$ cat config.mk
export PLATFORM = sky130hd
export DESIGN_NAME = pattern_select_ctrl
export DESIGN_NICKNAME = d
export VERILOG_FILES = /design/src/rtl/pattern_select_ctrl.sv
export SDC_FILE = /design/constraint.sdc
export NUM_CORES = 1
export LEC_CHECK = 0
export CAP_MARGIN = 25
export CORE_ASPECT_RATIO = 0.8
export CORE_MARGIN = 1
export CORE_UTILIZATION = 51
export DETAILED_ROUTE_END_ITERATION = 10
export GPL_ROUTABILITY_DRIVEN = 0
export HOLD_SLACK_MARGIN = 0.08
export PLACE_DENSITY = 0.78
export SETUP_SLACK_MARGIN = 0.5
export SYNTH_ARGS = -nofsm -noshare
export SYNTH_HDL_FRONTEND = slang
export SYNTH_SLANG_ARGS = --single-unit
$ cat constraint.sdc
create_clock -name i_clk -period 2 [get_ports i_clk]
set_clock_uncertainty 0.2 [all_clocks]
set_input_delay 0.2 -clock i_clk [delete_from_list [all_inputs] [get_ports i_clk]]
set_output_delay 0.2 -clock i_clk [all_outputs]
set_load 0.05 [all_outputs]
$ cat src/rtl/pattern_select_ctrl.sv
// -----------------------------------------------------------------------------
// pattern_select_ctrl
//
// Upstream control stage for the VGA test pattern generator. The two raw board
// select inputs are synchronised and debounced, the debounced code is mapped to
// the 3-bit pattern code used by test_pattern_gen, and a new pattern is only
// committed through a small IDLE/PENDING/APPLY controller so the picture never
// switches mid-frame.
//
// Optional feature macro: PATSEL_FRAME_ALIGN_EN
//   defined   : a pending change is applied at the first cycle of vertical
//               blanking (falling edge of i_vsync).
//   undefined : a pending change is applied on the cycle after it is seen;
//               i_vsync is ignored and no vsync history register exists.
//
// Ports:
//   i_clk              pixel clock (24 MHz PLL output)
//   i_rst              asynchronous, active-high reset
//   i_sel0             raw select input, MSB of select code (asynchronous)
//   i_sel1             raw select input, LSB of select code (asynchronous)
//   i_vsync            1 during active rows, 0 during vertical blanking
//   o_pattern          pattern code to test_pattern_gen
//   o_pattern_changed  one-cycle pulse in the cycle o_pattern takes a new value
//   o_sel_stable       debounced select code {sel0, sel1}
// -----------------------------------------------------------------------------
module pattern_select_ctrl #(
    parameter int DEBOUNCE_CYCLES = 240000,
    parameter int CNT_WIDTH       = 18
) (
    input  logic       i_clk,
    input  logic       i_rst,
    input  logic       i_sel0,
    input  logic       i_sel1,
    input  logic       i_vsync,
    output logic [2:0] o_pattern,
    output logic       o_pattern_changed,
    output logic [1:0] o_sel_stable
);

    typedef enum logic [1:0] {
        S_IDLE,
        S_PENDING,
        S_APPLY
    } state_t;

    localparam logic [CNT_WIDTH-1:0] CNT_MAX = CNT_WIDTH'(DEBOUNCE_CYCLES - 1);

    function automatic logic [2:0] map_code(input logic [1:0] code);
        logic [2:0] pat;
        case (code)
            2'b00:   pat = 3'b001;
            2'b01:   pat = 3'b010;
            2'b10:   pat = 3'b100;
            default: pat = 3'b101;
        endcase
        return pat;
    endfunction

    // ------------------------------------------------------------------
    // Two-flop synchroniser per select input, packed as {sel0, sel1}
    // ------------------------------------------------------------------
    logic [1:0] sync_meta;
    logic [1:0] sync_code;

    // NOTE: clocked state uses non-blocking assignments so every flop samples
    // the pre-edge value of its neighbours; blocking here would collapse the
    // two synchroniser stages into one.
    always_ff @(posedge i_clk or posedge i_rst) begin
        if (i_rst) begin
            sync_meta <= 2'b00;
            sync_code <= 2'b00;
        end else begin
            sync_meta <= {i_sel0, i_sel1};
            sync_code <= sync_meta;
        end
    end

    // ------------------------------------------------------------------
    // Debounce: a code is accepted once it has been the candidate for
    // DEBOUNCE_CYCLES consecutive clocks (counter saturates at the top).
    // ------------------------------------------------------------------
    logic [1:0]           candidate;
    logic [CNT_WIDTH-1:0] count;

    always_ff @(posedge i_clk or posedge i_rst) begin
        if (i_rst) begin
            candidate    <= 2'b00;
            count        <= '0;
            o_sel_stable <= 2'b00;
        end else begin
            if (sync_code != candidate) begin
                candidate <= sync_code;
                count     <= '0;
            end else if (count != CNT_MAX) begin
                count <= count + 1'b1;
            end

            if ((count == CNT_MAX) && (candidate != o_sel_stable)) begin
                o_sel_stable <= candidate;
            end
        end
    end

    // ------------------------------------------------------------------
    // Apply condition for a pending change
    // ------------------------------------------------------------------
    logic advance;

`ifdef PATSEL_FRAME_ALIGN_EN
    logic vs_d;

    always_ff @(posedge i_clk or posedge i_rst) begin
        if (i_rst) begin
            vs_d <= 1'b0;
        end else begin
            vs_d <= i_vsync;
        end
    end

    // First cycle of vertical blanking.
    assign advance = vs_d & ~i_vsync;
`else
    logic unused_vsync;

    assign unused_vsync = i_vsync;
    assign advance      = 1'b1;
`endif

    // ------------------------------------------------------------------
    // Apply controller
    // ------------------------------------------------------------------
    state_t     state;
    state_t     state_next;
    logic [1:0] applied_code;
    logic [2:0] pattern_reg;

    always_ff @(posedge i_clk or posedge i_rst) begin
        if (i_rst) begin
            state        <= S_IDLE;
            applied_code <= 2'b00;
            pattern_reg  <= 3'b001;
        end else begin
            state <= state_next;
            // Commit whatever stable code is present during the APPLY cycle.
            if (state == S_APPLY) begin
                applied_code <= o_sel_stable;
                pattern_reg  <= map_code(o_sel_stable);
            end
        end
    end

    // NOTE: every output of this block gets a default before the case so no
    // path leaves a signal unassigned, which would otherwise infer a latch.
    always_comb begin
        state_next        = state;
        o_pattern         = pattern_reg;
        o_pattern_changed = 1'b0;
        case (state)
            S_IDLE: begin
                if (o_sel_stable != applied_code) begin
                    state_next = S_PENDING;
                end
            end
            S_PENDING: begin
                if (o_sel_stable == applied_code) begin
                    state_next = S_IDLE;
                end else if (advance) begin
                    state_next = S_APPLY;
                end
            end
            S_APPLY: begin
                // The new pattern is visible in the same cycle as the pulse;
                // pattern_reg catches up on the following edge.
                o_pattern         = map_code(o_sel_stable);
                o_pattern_changed = 1'b1;
                state_next        = S_IDLE;
            end
            default: begin
                state_next = S_IDLE;
            end
        endcase
    end

endmodule

# Yosys cells after proc, flatten, opt, wreduce, memory -nomap -nowiden
# Index checks and enable logic that the tools add are counted.
[word_totals] out_inout_bits=6 regBits=33 latch_bits=0 in_bits=5 wordCells=32 ram_bits=0 memories=0 mem_bits_ro=0
[classes] shift=0 bitwise_logic=0 div=0 reduce_logical=4 magnitude_cmp=0 n_eq_ne=11 multipliers=0 mux=8 add_sub_neg=1
[op_table] operator="$mux W18" n=2
[op_table] operator="$add A18 B1 Y18 const B" n=1
[op_table] operator="$eq A18 B18 Y1 const B" n=1
[op_table] operator="$ne A18 B18 Y1 const B" n=1
[op_table] operator="$pmux W3 S3" n=1
[op_table] operator="$ne A2 B2 Y1" n=3
[op_table] operator="$eq A2 B1 Y1 const B" n=2
[op_table] operator="$eq A2 B2 Y1 const B" n=2
[op_table] operator="$logic_not A2 Y1" n=2
[op_table] operator="$mux W2" n=2
[op_table] operator="$pmux W2 S2" n=1
[op_table] operator="$mux W3" n=1
[op_table] operator="$eq A2 B2 Y1" n=1
[op_table] operator="$ne A2 B2 Y1 const B" n=1
[op_table] operator="$reduce_bool A2 Y1" n=1
[op_table] operator="$logic_and A1 B1 Y1" n=1
[op_table] operator="$mux W1" n=1

# Logic depth before layout (Yosys ltp)
# Gate-level depths: netlist (run 1).
[depth] ltp_word=3 depth_mapped=7 ltp_nobuf=5

# Least setup slack after synthesis (run 1)
# OpenSTA, ideal clock, no wires.
[synth_timing] kind="register -> register" startpoint="register state[0]" endpoint="register pattern_reg[2]" synth_period_minus_slack_ns=2.376 n_path_buf=1 path_slack_ns=-0.376 arrival_time_ns=1.961 setup_time_ns=0.214 stages_incl_launch_ff=5 required_time_ns=1.586 cell_sequence="dfrtp_1 nor2b_1 clkbuf_1 nor2_1 a21oi_1"
[synth_via] elab_chain_cells=2
[synth_rtl] element="start, declared" line="132" text="state_t state;"
[synth_rtl] element="start signal, assigned" line="143" text="state <= state_next;"
[synth_rtl] element="$eq A2 B2 Y1"
[synth_rtl] element="$mux W3"
[synth_rtl] element="via o_pattern[2]" line="35" text="output logic [2:0] o_pattern,"
[synth_rtl] element="end signal, assigned" line="147" text="pattern_reg <= map_code(o_sel_stable);"
[synth_rtl] element="end, declared" line="135" text="logic [2:0] pattern_reg;"
# The timed path passes the listed nets, and every way through them passes these cells.
# A chain may end at the register's enable or synchronous reset.

# Worst setup path after layout (run 1)
[layout_timing] startpoint="register state[1]" endpoint="output o_pattern[2]"
[layout_via] elab_chain_cells=2
[layout_rtl] element="$eq A2 B2 Y1" line="158" text="case (state)"
[layout_rtl] element="$mux W3" line="158"
[layout_rtl] element="end, declared" line="35"
# Every way passes these cells.

==> results.py, run 1 <==
metrics = {
    "sta": {
        "drv_slew": 0,
        "rsz0062_at_grt": "true",
        "max_freq_ghz": 0.541,
        "fin_ws_ns": 0.152,
        "setup_tns_ns": 0,
        "period_share": 0.924,
        "period_needed_ns": 1.85,
        "worstMarginPinSlew_ns": 0.467,
        "setup_viol": 0,
        "hold_viol": 0,
        "max_slew_margin": 0.685,
    },
    "yosys": {
        "yosysSeqAreaShare": 0.527,
        "synthesis.nets": 155,
        "synth_edf_count": 0,
        "synth_common_cells": "dfrtp_1, a21oi_1, nand3_1, o21ai_0",
        "ys_types": 36,
        "synth_cells": 146,
        "synth_top_area_cell": "dfrtp_1",
        "synth_area_sq_mm": 0.00157,
        "synth.most_common_cell": "dfrtp_1",
        "yosysWarnings": 0,
        "ys_seq_elements": 33,
        "synthTopCellsByArea": "dfrtp_1, a21oi_1, mux2_2, ha_1, nand3_1",
        "ys.flop_type": "dfrtp_1",
        "synth_area_per_cell_sq_um": 10.7,
        "synth_top_area_frac": 0.510,
        "synth_async_sr_flop_share": 1.00,
    },
    "critical_path": {
        "crit_slowest_cell": "dfrtp_1",
        "reg2reg_setup_slack_ns": 0.15,
        "cp_slowest_stage_delay_ns": 0.39,
        "cp_common_cell": "buf_4",
        "cp_max_fo": 6,
        "crit_family": "buffers and inverters",
        "critical_path_buf_inv_count": 3,
        "cp.required_ns": 1.60,
        "endpoint": "o_pattern[2]",
        "r2r-end": "count[10]",
        "worstSetupPathType": "flip-flop to output port",
        "r2r_start": "count[1]",
        "cp.depth": 5,
        "cp_cell_sequence": "nor2b_1, buf_4, buf_4, a21oi_4, buf_12",
        "crit_start": "state[1]",
        "ff2ff_path_depth": 5,
        "end_kind": "output port",
        "worstPathArrival_ns": 1.45,
        "critPathLaunchType": "flip-flop",
    },
    "finish": {
        "largest_reg_flops": 18,
        "drive_above_1_share": 0.541,
        "n_antenna_cell": 0,
        "syn_to_final_growth_pct": 50.7,
        "fin_nets": 204,
        "num-fill-cells": 139,
    },
    "global_routing": {
        "track_usage": 0.256,
        "antenna_found_initial": 0,
        "grt_first_pass_wirelength_microns": 6150,
        "grt_pass1_vias": 1283,
        "grt_max_degree": 24,
        "overflow": 0,
    },
    "power_and_ir_drop": {
        "power_density_mw_per_mm2": 530,
        "power.leakage_nw": 1.05,
        "peakVddDrop_mv": 0.645,
    },
    "run": {
        "drv_cap": 0,
    },
    "clocking": {
        "h-tree-depth": 2,
        "cts_sinks": 33,
        "root_buffer": "clkbuf_8",
        "tritoncts": "yes",
        "clk_path_buf_depth": 2,
        "clk_pin_slew_ns": 0.07,
        "clk_latency_ns": 0.28,
        "cts-buffers-inserted": 5,
    },
    "floorplanning": {
        "rows": 17,
        "initial_utilization": 0.555,
        "ios": 11,
        "dieHeight_microns": 51.6,
        "core_area_sq_mm": 0.00283,
        "die_area_sq_mm": 0.00330,
        "fp.dieW_microns": 64.0,
    },
    "detailed_routing": {
        "vias": 1383,
        "drc": 0,
        "routed_wl_microns": 4460,
        "wl_per_cell_microns": 19.1,
        "vias_per_cell": 5.91,
        "drt_first_iter_violations": 110,
        "ant_nets": 0,
        "drt_first_pass_iters": 4,
    },
    "worst_hold_path": {
        "hold_class": "primary input to async pin",
    },
    "placement": {
        "post-dp-hpwl_microns": 2060,
        "io_buffers": 9,
        "dp_slack_ns": 0.0979,
    },
    "outcome": {
        "status": "finished clean",
    },
}
[power by group]
group	internal [W]	switching [W]	leakage, nW
logic	0.0000338	0.0000426	0.569
registers	0.000677	0.00000801	0.432
clock network	0.000240	0.000251	0.0439
[logic make-up (layout without fill, tap and decap cells)]
logic type / after synthesis / in the layout / share of synthesized area
fa+ha+maj: 4 / 4 / 0.0319
buf+inv: 15 / 64 / 0.0431
xor+xnor: 7 / 7 / 0.0391
compound gates: 33 / 33 / 0.125
mux: 6 / 6 / 0.0431
simple gates: 48 / 49 / 0.191
flops: 33 / 33 / 0.527
[cell type report]
cell class | count | area [sq um] | share of cell area
multi-input cells | 99 | 883 | 0.374
flip-flops and latches | 33 | 837 | 0.354
repair buffers | 51 | 492 | 0.208
clock buffers | 5 | 68.8 | 0.0291
well taps | 38 | 47.5 | 0.0201
inverters | 5 | 18.8 | 0.00794
clock inverters | 3 | 17.5 | 0.00741
[how the worst min path moves through the flow]
stage	start	endpoint	slack, ns	cells after the start
floorplan	i_sel1	sync_meta[0]	0.03	0
global placement	sync_meta[0]	sync_code[0]	0.13	0
detailed placement	sync_meta[1]	sync_code[1]	0.13	0
CTS	i_rst	sync_meta[0]	0.02	2
global route	i_rst	sync_meta[0]	0.06	2
finish	i_rst	sync_code[1]	0.01	2
[worst register-to-register path, delay by kind of cell (launching register included)]
kind,cells,cell delay [ns]
simple gates,3,0.81
flops,1,0.39
fa+ha+maj,1,0.21
compound gates,1,0.17
[cells in the final DEF (no fill, tap or decap), types with 2 or more instances in the layout]
master,count
a2111o_1,2
a21oi_1,8
a21oi_2,5
and2_4,2
and3_4,2
and4_4,2
buf_12,6
buf_4,35
buf_6,7
clkbuf_8,5
clkdlybuf4s50_1,3
clkinv_2,2
dfrtp_1,26
dfrtp_2,5
ha_2,2
inv_1,3
inv_2,2
mux2_2,2
mux2_4,4
nand2_1,4
nand2_4,2
nand3_1,5
nand3_2,2
nand3_4,2
nand4_1,2
nor2_1,5
nor2b_1,2
nor3_1,2
o21ai_0,5
o21ai_1,3
o31ai_1,4
or3_4,2
or4_1,2
or4_4,2
xnor2_1,2
xor2_1,5
[through the flow]
stage / hold slack (ns) / area (sq um) / power, W / utilization / instances
finish: 0.00963 / 2360 / 0.00125 / 0.836 / 234
global route: 0.0614 / 2360 / 0.00128 / 0.836 / 234
CTS: 0.0229 / 2180 / 0.00125 / 0.770 / 221
detailed placement: 0.135 / 1820 / 0.000747 / 0.645 / 189
global placement: 0.133 / 1820 / 0.000744 / 0.645 / 189
floorplan: 0.0314 / 1670 / 0.000730 / - / 146
[metal layers]
metal / up-vias / share of wire / global-route usage
li1: 623 / - / -
met3: 18 / 0.047 / 0.0526
met2: 42 / 0.50 / 0.411
met4: 0 / 0.034 / 0.114
met5: - / 0 / 0
met1: 700 / 0.42 / 0.338
[repair_timing]
action                                  CTS  global route
gates cloned                              1             0
pin swaps                                20            18
endpoints found under the setup margin   22            24
buffers inserted                         23            13
resized for setup                        26            18
endpoints found under the hold margin    10            10
No activity file was read; power rests on OpenSTA's default activity.
==> run 2: changes to the inputs <==
--- a/config.mk
+++ b/config.mk
@@ -14,6 +14,7 @@
 export HOLD_SLACK_MARGIN = 0.08
 export PLACE_DENSITY = 0.78
 export SETUP_SLACK_MARGIN = 0.5
+export SKIP_LAST_GASP = 1
 export SYNTH_ARGS = -nofsm -noshare
 export SYNTH_HDL_FRONTEND = slang
 export SYNTH_SLANG_ARGS = --single-unit
==> results of run 2 <==
The final DEF is identical to that of run 1; final timing and power are the same.
